### src/rtl/token_load_if.sv
// Handshake and write-port bundle between the config source, the loader and the decompressor.
// No logic: signal grouping only, zero latency.
// Backpressure: in_ready from the loader gates the in_valid/in_data word stream.
interface token_load_if #(
  parameter int WIDTH  = 32,
  parameter int ADDR_W = 7
);
  // load request from the boot/config side
  logic              start;
  logic [ADDR_W-1:0] count;
  // token word stream
  logic              in_valid;
  logic [WIDTH-1:0]  in_data;
  logic              in_ready;
  // token-table write port and status
  logic              wme;
  logic [ADDR_W-1:0] waddr;
  logic [WIDTH-1:0]  WriteData;
  logic              cpu_stall;
  logic              busy;
  logic              done;
  logic              err;

  // boot/config source side
  modport master (
    output start, count, in_valid, in_data,
    input  in_ready, wme, waddr, WriteData, cpu_stall, busy, done, err
  );

  // loader side
  modport slave (
    input  start, count, in_valid, in_data,
    output in_ready, wme, waddr, WriteData, cpu_stall, busy, done, err
  );
endinterface

### src/rtl/token_load_ctrl.sv
// Loads the decompressor token table from a valid/ready word stream and stalls CPU fetch until it is complete.
// Latency: each accepted word is written one cycle after its handshake; done coincides with the last write.
// Backpressure: in_ready is high only while loading; in_valid gaps simply pause the load, no bubbles are written.
module token_load_ctrl #(
  parameter int WIDTH       = 32,
  parameter int TOKEN_DEPTH = 102,
  parameter int ADDR_W      = 7
) (
  input logic          clk,
  input logic          reset,
  token_load_if.slave  bus
);

  // Largest legal request expressed at count width (2**ADDR_W > TOKEN_DEPTH keeps it exact).
  localparam logic [ADDR_W-1:0] MAX_COUNT = ADDR_W'(TOKEN_DEPTH);

  typedef enum logic [1:0] {
    EMPTY = 2'd0,
    LOAD  = 2'd1,
    RUN   = 2'd2,
    ERR   = 2'd3
  } state_t;

  state_t            state;
  logic [ADDR_W-1:0] idx;
  logic [ADDR_W-1:0] remaining;

  // Registered copies of every output so the write port and stall are glitch-free.
  logic              in_ready_q;
  logic              wme_q;
  logic [ADDR_W-1:0] waddr_q;
  logic [WIDTH-1:0]  wdata_q;
  logic              cpu_stall_q;
  logic              busy_q;
  logic              done_q;
  logic              err_q;

  logic              hs;

  // A word moves only while the loader advertises ready.
  assign hs = bus.in_valid & in_ready_q;

  // Controller FSM: state, write counters and all registered outputs in one place.
  always_ff @(posedge clk) begin
    if (!reset) begin
      // Any reset abandons a load; table contents are unknown so fetch stays stalled.
      state       <= EMPTY;
      idx         <= '0;
      remaining   <= '0;
      in_ready_q  <= 1'b0;
      wme_q       <= 1'b0;
      waddr_q     <= '0;
      wdata_q     <= '0;
      cpu_stall_q <= 1'b1;
      busy_q      <= 1'b0;
      done_q      <= 1'b0;
      err_q       <= 1'b0;
    end else begin
      // Write strobe and done are single-cycle unless re-armed below.
      wme_q  <= 1'b0;
      done_q <= 1'b0;

      case (state)
        LOAD: begin
          // start is deliberately ignored here; only the word stream matters.
          if (hs) begin
            wme_q     <= 1'b1;
            waddr_q   <= idx;
            wdata_q   <= bus.in_data;
            idx       <= idx + ADDR_W'(1);
            remaining <= remaining - ADDR_W'(1);
            if (remaining == ADDR_W'(1)) begin
              // Final word: the first RUN cycle carries the last write and done,
              // and the stall is kept until that write is committed.
              state       <= RUN;
              in_ready_q  <= 1'b0;
              busy_q      <= 1'b0;
              done_q      <= 1'b1;
              cpu_stall_q <= 1'b1;
            end
          end
        end

        default: begin
          // EMPTY, RUN and ERR all accept a new load request.
          if (bus.start) begin
            if (bus.count == '0) begin
              // Empty table is trivially complete: release fetch immediately.
              state       <= RUN;
              in_ready_q  <= 1'b0;
              busy_q      <= 1'b0;
              done_q      <= 1'b1;
              err_q       <= 1'b0;
              cpu_stall_q <= 1'b0;
            end else if (bus.count > MAX_COUNT) begin
              // Request would overrun the table; park in ERR with fetch held.
              state       <= ERR;
              in_ready_q  <= 1'b0;
              busy_q      <= 1'b0;
              err_q       <= 1'b1;
              cpu_stall_q <= 1'b1;
            end else begin
              state       <= LOAD;
              idx         <= '0;
              remaining   <= bus.count;
              in_ready_q  <= 1'b1;
              busy_q      <= 1'b1;
              err_q       <= 1'b0;
              cpu_stall_q <= 1'b1;
            end
          end else if (state == RUN) begin
            // No write pending in steady RUN, so fetch is free.
            cpu_stall_q <= 1'b0;
          end
        end
      endcase
    end
  end

  assign bus.in_ready  = in_ready_q;
  assign bus.wme       = wme_q;
  assign bus.waddr     = waddr_q;
  assign bus.WriteData = wdata_q;
  assign bus.cpu_stall = cpu_stall_q;
  assign bus.busy      = busy_q;
  assign bus.done      = done_q;
  assign bus.err       = err_q;

endmodule

### src/flat_wrapper.sv
// flat-port wrapper written by rule: the top's interface ports become plain ports
module token_load_ctrl_flat 
#(
  parameter int WIDTH       = 32,
  parameter int TOKEN_DEPTH = 102,
  parameter int ADDR_W      = 7
)
  (clk, reset, bus_start, bus_count, bus_in_valid, bus_in_data, bus_in_ready, bus_wme, bus_waddr, bus_WriteData, bus_cpu_stall, bus_busy, bus_done, bus_err);
  token_load_if #(.WIDTH(WIDTH), .ADDR_W(ADDR_W)) bus_i ();
  input logic clk;
  input logic reset;
  input wire logic [$bits(bus_i.start)-1:0] bus_start;
  input wire logic [$bits(bus_i.count)-1:0] bus_count;
  input wire logic [$bits(bus_i.in_valid)-1:0] bus_in_valid;
  input wire logic [$bits(bus_i.in_data)-1:0] bus_in_data;
  output wire logic [$bits(bus_i.in_ready)-1:0] bus_in_ready;
  output wire logic [$bits(bus_i.wme)-1:0] bus_wme;
  output wire logic [$bits(bus_i.waddr)-1:0] bus_waddr;
  output wire logic [$bits(bus_i.WriteData)-1:0] bus_WriteData;
  output wire logic [$bits(bus_i.cpu_stall)-1:0] bus_cpu_stall;
  output wire logic [$bits(bus_i.busy)-1:0] bus_busy;
  output wire logic [$bits(bus_i.done)-1:0] bus_done;
  output wire logic [$bits(bus_i.err)-1:0] bus_err;
  assign bus_i.start = bus_start;
  assign bus_i.count = bus_count;
  assign bus_i.in_valid = bus_in_valid;
  assign bus_i.in_data = bus_in_data;
  assign bus_in_ready = bus_i.in_ready;
  assign bus_wme = bus_i.wme;
  assign bus_waddr = bus_i.waddr;
  assign bus_WriteData = bus_i.WriteData;
  assign bus_cpu_stall = bus_i.cpu_stall;
  assign bus_busy = bus_i.busy;
  assign bus_done = bus_i.done;
  assign bus_err = bus_i.err;
  token_load_ctrl #(.WIDTH(WIDTH), .TOKEN_DEPTH(TOKEN_DEPTH), .ADDR_W(ADDR_W)) u_core (.clk(clk), .reset(reset), .bus(bus_i));
endmodule
### config.mk
export PLATFORM = sky130hd
export DESIGN_NAME = token_load_ctrl_flat
export DESIGN_NICKNAME = d
export VERILOG_FILES = /design/src/rtl/token_load_if.sv /design/src/rtl/token_load_ctrl.sv /design/src/flat_wrapper.sv
export SDC_FILE = /design/constraint.sdc
export NUM_CORES = 1
export LEC_CHECK = 0
export BUFFER_PORTS_ARGS = -buffer_cell sky130_fd_sc_hd__buf_4
export CAP_MARGIN = 20
export CORE_MARGIN = 3
export CORE_UTILIZATION = 40
export DETAILED_ROUTE_END_ITERATION = 10
export PLACE_DENSITY_LB_ADDON = 0.15
export SLEW_MARGIN = 10
export SYNTH_ARGS = -nofsm -noshare
export SYNTH_HDL_FRONTEND = slang
export SYNTH_SLANG_ARGS = --single-unit
### constraint.sdc
create_clock -name clk -period 1.33 [get_ports clk]
set_input_delay 0.133 -clock clk [delete_from_list [all_inputs] [get_ports clk]]
set_output_delay 0.133 -clock clk [all_outputs]
set_load 0.02 [all_outputs]
==> results.json <==
{
  "status": "finished with violations",
  "violations": "negative setup slack",
  "placed_area_sq_mm": 0.00355,
  "setup_viol": 27,
  "grt_max_degree": 28,
  "numCtsBuffers": 9,
  "cts_root_buf": "clkbuf_8",
  "yosysWarnings": 0,
  "clock-sinks": 60,
  "clockBufferDepth": 2,
  "routed_wl_microns": 6790,
  "syn_nets": 359,
  "io_buffers": 87,
  "syn-cell-area_sq_mm": 0.00251,
  "drc": 0,
  "fp-row-count": 28,
  "async_flop_share_pct": 0,
  "final_nets": 483,
  "fin_crit_sh_pct": 107,
  "setup_slack_ns": -0.0986,
  "worstPathArrival_ns": 1.66,
  "max_freq_ghz": 0.700,
  "setup_tns_ns": -0.794,
  "holdBufCountCts": 0,
  "post-route-min-period_ns": 1.43,
  "ys.flop_type": "dfxtp_1",
  "ys_seq_area_share_pct": 47.9,
  "pin_count": 88,
  "end_kind": "flop",
  "cpPeakStageDelay_ns": 0.37,
  "vias_per_cell": 5.08,
  "die-height_microns": 85.2,
  "ir_drop_uv": 585,
  "via_count": 2622,
  "worstPathMaxFanout": 8,
  "syn_to_final_growth_pct": 54.5,
  "finalClockSkew_ns": 0.00960,
  "die_area_sq_mm": 0.00725,
  "die_w_microns": 85.2,
  "rsz0062_at_grt": "true",
  "first_pass_iters": 4,
  "slew_viol_final": 0,
  "grt_pass1_wl_microns": 10900,
  "design.core.area_sq_mm": 0.00599,
  "p_per_area_mw_per_mm2": 1100,
  "synth_edf_count": 0,
  "critical_path_required_ns": 1.57,
  "crit_path_top_delay_cell": "dfxtp_4",
  "drt_iter0_drc": 149,
  "synth_seq_cells": 60,
  "max_slew.worst_pin.slew_ns": 0.321,
  "crit_type": "flop to flop",
  "finalHoldViolations": 0,
  "cp_top_family": "compound AO/OA/AOI/OAI gates",
  "avgSynthCellArea_sq_um": 8.01,
  "cp_cell_sequence": "nor2b_4, and3_4, a21oi_4, o21ai_0, o21ai_1",
  "htreeDepth": 3,
  "syn-instance-count": 313,
  "post-place-ws_ns": -0.168,
  "cp_num_buf_inv": 0,
  "fillers": 539,
  "grt_pass1_vias": 2312,
  "routedWlPerCell_microns": 13.2,
  "drv_cap": 0,
  "ant_nets": 0,
  "register_area_sq_mm": 0.00121,
  "stdcell_area_sq_mm": 0.00387,
  "hold_class": "input pin to flop",
  "antenna_found_initial": 0,
  "synthDistinctLibCells": 42,
  "p_leak_nw": 1.64,
  "dp_hpwl_microns": 4890,
  "place.gp.congestion": 0.868,
  "clock_latency_ns": 0.33,
  "drive_gt1_share_pct": 41.0,
  "antennaDiodeCount": 0,
  "cts.clk_slew.worst_paths_ns": 0.07,
  "crit_path_start_kind": "flop",
  "max_slew_margin_pct": 78.4,
  "grtUsageTotal_pct": 18.6,
  "multi_input_area_sq_mm": 0.00131,
  "start_util_pct": 41.8,
  "grt-ovfl-total": 0,
  "cts_tree": "yes"
}
worst paths after layout:
kind / from / to / slack, ns / cells past startpoint
setup reg to reg: u_core.state[0]$_SDFFE_PN0P_ / u_core.remaining[3]$_SDFFE_PN0P_ / -0.1 / 5
hold reg to reg: u_core.bus.WriteData[8]$_SDFFE_PN0P_ / u_core.bus.WriteData[8]$_SDFFE_PN0P_ / 0.45 / 2
hold / removal: bus_in_data[16] / u_core.bus.WriteData[16]$_SDFFE_PN0P_ / 0.05 / 3
setup / recovery: u_core.state[0]$_SDFFE_PN0P_ / u_core.remaining[3]$_SDFFE_PN0P_ / -0.1 / 5
cells by family (layout without fill, tap and decap cells):
logic type | Yosys count | in the layout | synth area share [%]
AO/OA/AOI/OAI | 85 | 85 | 20.7
adder cells (fa/ha/maj) | 3 | 3 | 1.50
XOR/XNOR | 1 | 1 | 0.350
AND/OR/NAND/NOR | 140 | 140 | 25.1
multiplexers | 1 | 1 | 0.399
flip-flops | 60 | 60 | 47.9
buffers and inverters | 23 | 151 | 3.99
repair_timing:
item                                   in CTS  in global routing
setup endpoints to repair                  47                 57
endpoints found under the hold margin       0                  0
buffers inserted                            0                  2
pin swaps                                  13                  4
gates resized for setup                    22                  7
registers in the layout, summed over array words and instances (netlist names):
name and cells:
u_core.bus.done 1, u_core.bus.waddr 7, u_core.idx 7, u_core.bus.cpu_stall 1, u_core.bus.WriteData 32, u_core.bus.err 1, u_core.state 2, u_core.bus.wme 1
u_core.bus.in_ready 1, u_core.remaining 7
tightest hold or removal path, cell delays in order:
cell and delay [ns]:
buf_4 0.11, nand2_1 0.04, a21oi_1 0.05
synth_stat cells, types with 3 or more instances:
master    count  area, sq um
nand2_1      95          357
dfxtp_1      60         1200
a21oi_1      46          230
nor2_1       15         56.3
clkbuf_1     11         41.3
o21ai_0      11         55.1
nand3_1       8         40.0
a31oi_1       6         37.5
buf_2         5         25.0
inv_1         5         18.8
o211ai_1      5         37.5
nor3_1        4         20.0
ha_1          3         37.5
nand4_1       3         18.8
o21ai_1       3         15.0
metal layers:
metal	track usage (%)	wire length [microns]
met1	23.2	2940
met5	0	0
met2	30.8	3380
met3	4.56	401
met4	7.63	66
cell type report:
class	instances	area share (%)
multi-input cells	230	33.8
clock buffers	14	4.46
clock inverters	1	0.775
repair buffers	131	26.8
inverters	5	0.485
well taps	75	2.42
flip-flops and latches	60	31.3
stage by stage:
| stage | utilization [%] | total power (W) | instances | hold slack (ns) |
|---|---|---|---|---|
| finish | 64.6 | 0.00425 | 516 | 0.0454 |
| global route | 64.6 | 0.00446 | 516 | 0.0325 |
| detailed placement | 59.3 | 0.00256 | 499 | 0.390 |
| CTS | 64.0 | 0.00427 | 514 | 0.0314 |
| floorplan | - | 0.00223 | 313 | 0.269 |
| global placement | 59.3 | 0.00255 | 499 | 0.380 |
layout by cell type (no fill, tap or decap), drive strengths merged:
master,instances
buf,131
nand3,8
clkbuf,14
o211ai,5
a211oi,2
a22oi,2
nand4b,1
xnor2,1
a311oi,1
a311o,1
ha,3
nor4,2
bufinv,1
or4,1
o311ai,2
and3,2
nand2,96
mux2i,1
nand4,3
and2,1
inv,5
dfxtp,60
o21a,1
o41ai,1
and4bb,1
a2111oi,1
a21oi,47
nor2,17
nor3,4
a31oi,6
a21o,1
o21ai,14
or2,1
o31ai,1
nand2b,2
nor2b,1
where the power goes:
group	switching, W	leakage [nW]	internal, W
Clock	0.000656	0.103	0.00101
Combinational	0.000333	1.05	0.000355
Sequential	0.0000483	0.489	0.00185
Note: power is estimated with default switching activity, not from simulation.
